--- src/rtl/register_file.sv ---
// rtl/register_file.sv - 32 x N integer register file, one write port, two mux32 read ports
// x00 has no storage; reads of index 0 return zero through the mux input tied low.

module mux32 #(
  parameter int N = 32
) (
  input  logic [31:0][N-1:0] i_in,
  input  logic [4:0]         i_sel,
  output logic [N-1:0]       o_out
);
  assign o_out = i_in[i_sel];
endmodule

module register_file #(
  parameter int N = 32
) (
  input  logic         clk,
  input  logic         rst,
  input  logic         wr_ena,
  input  logic [4:0]   wr_addr,
  input  logic [N-1:0] wr_data,
  input  logic [4:0]   rd_addr0,
  output logic [N-1:0] rd_data0,
  input  logic [4:0]   rd_addr1,
  output logic [N-1:0] rd_data1
);
  logic [N-1:0]       r_regs [1:31];
  logic [31:1]        w_wr_en;
  logic [31:0][N-1:0] w_bank;

  // Decoder output for index 0 is never formed, so writes to x00 vanish.
  always_comb begin
    w_wr_en = '0;
    for (int i = 1; i < 32; i++) begin
      w_wr_en[i] = wr_ena && (wr_addr == 5'(i));
    end
  end

  always_ff @(posedge clk or negedge rst) begin
    if (!rst) begin
      for (int i = 1; i < 32; i++) begin
        r_regs[i] <= '0;
      end
    end else begin
      for (int i = 1; i < 32; i++) begin
        if (w_wr_en[i]) begin
          r_regs[i] <= wr_data;
        end
      end
    end
  end

  assign w_bank[0] = '0;
  for (genvar g = 1; g < 32; g++) begin : g_bank
    assign w_bank[g] = r_regs[g];
  end

  mux32 #(.N(N)) u_rd_mux0 (
    .i_in  (w_bank),
    .i_sel (rd_addr0),
    .o_out (rd_data0)
  );

  mux32 #(.N(N)) u_rd_mux1 (
    .i_in  (w_bank),
    .i_sel (rd_addr1),
    .o_out (rd_data1)
  );
endmodule

--- config.mk ---
export PLATFORM = sky130hd
export DESIGN_NAME = register_file
export DESIGN_NICKNAME = d
export VERILOG_FILES = /design/src/rtl/register_file.sv
export SDC_FILE = /design/constraint.sdc
export NUM_CORES = 2
export LEC_CHECK = 0
export CAP_MARGIN = 15
export CORE_ASPECT_RATIO = 1.25
export CORE_UTILIZATION = 56
export CTS_CLUSTER_SIZE = 10
export DETAILED_ROUTE_END_ITERATION = 10
export PLACE_DENSITY = 0.72
export RECOVER_POWER = 100
export SYNTH_ARGS = -nofsm -noshare
export SYNTH_HDL_FRONTEND = slang
export SYNTH_SLANG_ARGS = --single-unit
--- constraint.sdc ---
create_clock -name clk -period 2.4 [get_ports clk]
set_input_delay 0.48 -clock clk [delete_from_list [all_inputs] [get_ports clk]]
set_output_delay 0.48 -clock clk [all_outputs]
set_load 0.03 [all_outputs]
**Word level (Yosys, flattened, before mapping)**

Cells that the tools add are included.

- Bits in registers: 992

- Magnitude comparators: 2
- Eq/ne operators: 31
- Multiplexer cells: 4
- Reductions and logical operators: 31

Operators with widths:

| cell | number |
|---|---|
| binary-select mux 32 bit (select 5 bit) | 2 |
| equality test 5 bit, second input constant | 16 |
| two-way mux 32 bit | 2 |
| equality test 5 x 4 -> 1 bit, second input constant | 8 |
| logical AND 1 bit | 31 |
| equality test 5 x 3 -> 1 bit, second input constant | 4 |
| less-than comparator 5 x 6 -> 1 bit, second input constant | 2 |
| equality test 5 x 2 -> 1 bit, second input constant | 2 |
| equality test 5 x 1 -> 1 bit, second input constant | 1 |

**Depth between registers and ports, before layout**

- Word-level depth: 2
- Gate-level depth with buffers: 9

**Hierarchy**

From an unflattened synthesis, not the netlist that was laid out.

- Cell total of the unflattened synthesis: 4540
- Area total of the unflattened synthesis: 54868.9 um^2

By module, submodules not included:

| module | instances | cells an instance | area an instance (um^2) | sequential area each (um^2) |
|---|---|---|---|---|
| register_file | 1 | 2224 | 37094.3 | 24823.8 |
| mux32 | 2 | 1158 | 8887.3 | 0.0 |

**Least setup slack after synthesis**

No wires, ideal clock.

- Path kind: input to output
- From: input rd_addr0[0]
- To: output rd_data0[23]
- Arrival: 2286 ps
- Data required time: 1920 ps
- Path slack: -366 ps
- Cell stages on the path: 9
- Cells stage by stage: buf_2 -> buf_6 -> buf_6 -> buf_6 -> buf_6 -> mux2i_1 -> o22ai_1 -> a211oi_1 -> o31ai_1

- Cells in the longest elaborated chain, start to end: 2

RTL lines:

| what | RTL line | text |
|---|---|---|
| from (decl) | 22 | `input logic [4:0] rd_addr0,` |
| binary-select mux 32 bit (select 5 bit) | 11 | `assign o_out = i_in[i_sel];` |
| two-way mux 32 bit (not written as such) | 11 |  |
| to (decl) | 23 | `output logic [N-1:0] rd_data0,` |

Every way passes these cells. The select of a mux whose other input is x is not followed.

**Final worst setup path**

- From: register r_regs[66] (netlist bit)
- To: output rd_data0[2]

- Cells in the longest elaborated chain, start to end: 2

RTL lines:

| what | RTL line | text |
|---|---|---|
| from (decl) | 27 | `logic [N-1:0] r_regs [1:31];` |
| from (signal, indexed assignment) | 47 | `r_regs[i] <= wr_data;` |
| binary-select mux 32 bit (select 5 bit) | 11 |  |
| two-way mux 32 bit (not written as such) | 11 |  |

Every way passes these cells. The select of a mux whose other input is x is not followed.

==> impl_metrics.toml <==
[outcome]
status = "finished, violations left"
violations = "negative setup slack"

[detailed_routing]
routed-via-count = 37400
wl_um = 180000
viasPerCell = 7.16
drt-pass1-iter-count = 6
drc_errors = 0
wl_per_cell_um = 34.5
ant_nets = 0
dr.first_iter.drc_count = 3544

[yosys]
synthTopCellsByCount = "mux2_2, dfrtp_1, mux4_2"
synth_edf_count = 0
ys_types = 30
synth_top_family_by_area = "multiplexers"
synth_area_leader_cell = "dfrtp_1"
synth_mux_area_frac = 0.422
synth_top_area_frac = 0.466
netlist_area_um2 = 53300
avgSynthCellArea_um2 = 14.8
syn_nets = 3655
synth_compound_area_frac = 0.0631
synth_adder_area_share = 0
yosys_warnings = 0
synth_xor_area_frac = 0
synth-async-reset-ratio = 1.00
synthFlopType = "dfrtp_1"
yosys.area_share.simple = 0.0136
synthTopCellsByArea = "dfrtp_1, mux2_2, mux4_2"
synthesis.instances = 3605
ys_seq_area_frac = 0.466
ys_seq_elements = 992
synth_most_common_cell = "mux2_2"

[grt]
gr-total-overflow = 0
use_met2 = 0.602
antenna_found_initial = 5
met3_usage = 0.0887
grt_pass1_vias = 40400
grtUsageTotal = 0.378
use_met1 = 0.452
grt_pass1_wl_um = 267000
grt.busiest_layer = "met2"
grt_max_degree = 78

[timing]
timing.fmax_mhz = 341
setup_violations = 116
hold_viol_final = 0
drv_slew = 0
grt_setup_unrepaired = "true"
slew_headroom = 0.156
period_needed_ns = 2.93
layout_setup_ws_ns = -0.535
tns_ns = -29.54
tightest_slew_ns = 1.27
whs_ns = 0.519
post-route-period-util = 1.22
fin_skew_ns = 0

[cts]
clk_path_buf_depth = 3
h-tree-depth = 3
numCtsBuffers = 110
worstSkewPairLatency_ns = 0.69
clk_pin_slew_ns = 0.06
cts-root-buf = "clkbuf_16"
cts_tree = "built"
cts.sinks = 992

[floorplanning]
core_area_um2 = 94300
io_pins = 114
die_x_um = 278
rows = 126
fp.dieH_um = 347
dieArea_um2 = 96400
start_util = 0.565

[pwr]
p_sw_frac = 0.289
p_comb_frac = 0.261
p_total_mw = 50.8
pwr-share-clk = 0.294
p_int_mw = 36.1
power_per_cell_area_nw_per_um2 = 784
pwr-share-seq = 0.445
switchingPower_mw = 14.7
power.leakage_nw = 28.4
ir_worst_vdd_mv = 0.614

[placed_design]
port_buffers = 113
hpwl_um = 119000
routabilityCongestion = 0.906
pre_cts_ws_ns = -0.641
place_area_um2 = 61400
dp_cells = 5025

[setup_path]
critical_path.max_fanout = 3
crit_path_end_kind = "primary output"
cp.arrival_ns = 2.45
cp-start-kind = "flop"
crit_type = "flop to primary output"
cp.required_ns = 1.92

[finish]
reg_top3 = "r_regs (992)"
drive_gt1_frac = 0.583
syn_to_final_growth_pct = 21.7
fill_cells = 6252
postLayoutCellArea_um2 = 64800
layout.cells.non_filler = 5216
largest_reg_flops = 992
final_util = 0.687
regMostFlops = "r_regs"
nets = 4027

[job]
maxCapViolCount = 0

[hold_path]
hold_path.class = "flop to flop"
[layer usage]
| metal | vias up | routed length [µm] | share of wire |
|---|---|---|---|
| met5 | - | 31 | 0.00017 |
| met4 | 4 | 14100 | 0.079 |
| met3 | 745 | 15800 | 0.088 |
| met2 | 2097 | 86300 | 0.48 |
| met1 | 19800 | 63500 | 0.35 |
| li1 | 14700 | - | - |
[layout make-up]
type | count | area (µm²) | share of cell area
Timing Repair Buffer | 665 | 7540 | 0.116
Clock buffer | 130 | 2900 | 0.0448
Antenna cell | 2 | 5.00 | 0.0000772
Clock inverter | 3 | 37.5 | 0.000579
Sequential cell | 992 | 24800 | 0.383
Tap cell | 1216 | 1520 | 0.0235
Inverter | 2 | 7.51 | 0.000116
Multi-Input combinational cell | 2206 | 28000 | 0.432
[power by group through the flow]
stage	logic (mW)	registers, mW	clock network (mW)
final	13.3	22.6	14.9
after global routing	14.0	23.0	15.7
after CTS	13.2	22.5	15.1
after detailed placement	12.7	22.7	0
after global placement	12.3	22.3	0
after floorplan	8.79	21.8	0
[placed cells by master (no fill, tap or decap), types with 4 or more instances in the layout]
cell type,Yosys,final
o22ai_1,64,64
nor2_1,15,11
clkbuf_16,0,117
and2_1,66,53
nor2b_1,10,4
buf_6,11,69
buf_12,0,143
clkdlybuf4s50_1,0,37
nor2b_4,0,7
buf_8,0,9
clkbuf_1,214,37
o21ai_1,64,7
mux2_2,1033,1031
o31ai_2,0,6
buf_16,0,12
clkbuf_2,1,31
mux4_2,384,384
a211oi_2,0,31
clkbuf_4,0,36
mux2i_1,192,185
mux2_1,23,25
and2_4,0,10
dfrtp_1,992,992
o31ai_4,0,58
a22o_1,192,190
a211oi_1,64,33
nand2_1,15,12
bufbuf_16,0,7
buf_4,27,290
mux2i_2,0,6
o21ai_4,0,8
o21ai_2,0,49
[kinds of logic after synthesis]
kind of cell / Yosys count
mux: 1632
flops: 992
simple gates: 125
compound gates: 448
buf+inv: 408
[worst max-delay path: stages, from the launching register on]
cell	delay, ns
dfrtp_1	0.39
mux4_2	0.48
a22o_1	0.27
o21ai_2	0.24
buf_6	0.15
o31ai_4	0.07
buf_12	0.16
[worst paths after layout]
path / startpoint / to / slack (ns) / depth (start not counted)
max: r_regs[66] / rd_data0[2] / -0.53 / 6
min: r_regs[409] / r_regs[409] / 0.52 / 1
max reg2reg: r_regs[154] / r_regs[154] / 1.39 / 3
min reg2reg: r_regs[409] / r_regs[409] / 0.52 / 1
max in group asynchronous: rst / r_regs[503] / 0.03 / 4
min in group asynchronous: rst / r_regs[986] / 0.61 / 2
[repair_timing]
item / in CTS / in global routing
endpoints found under the setup margin: 64 / 64
setup buffers: 30 / 18
pin swaps: 135 / 51
hold buffers: 1 / 0
cloned: 9 / 3
hold endpoints to repair: 15 / 0
gates resized for setup: 128 / 39
No activity file was read; power rests on OpenSTA's default activity.
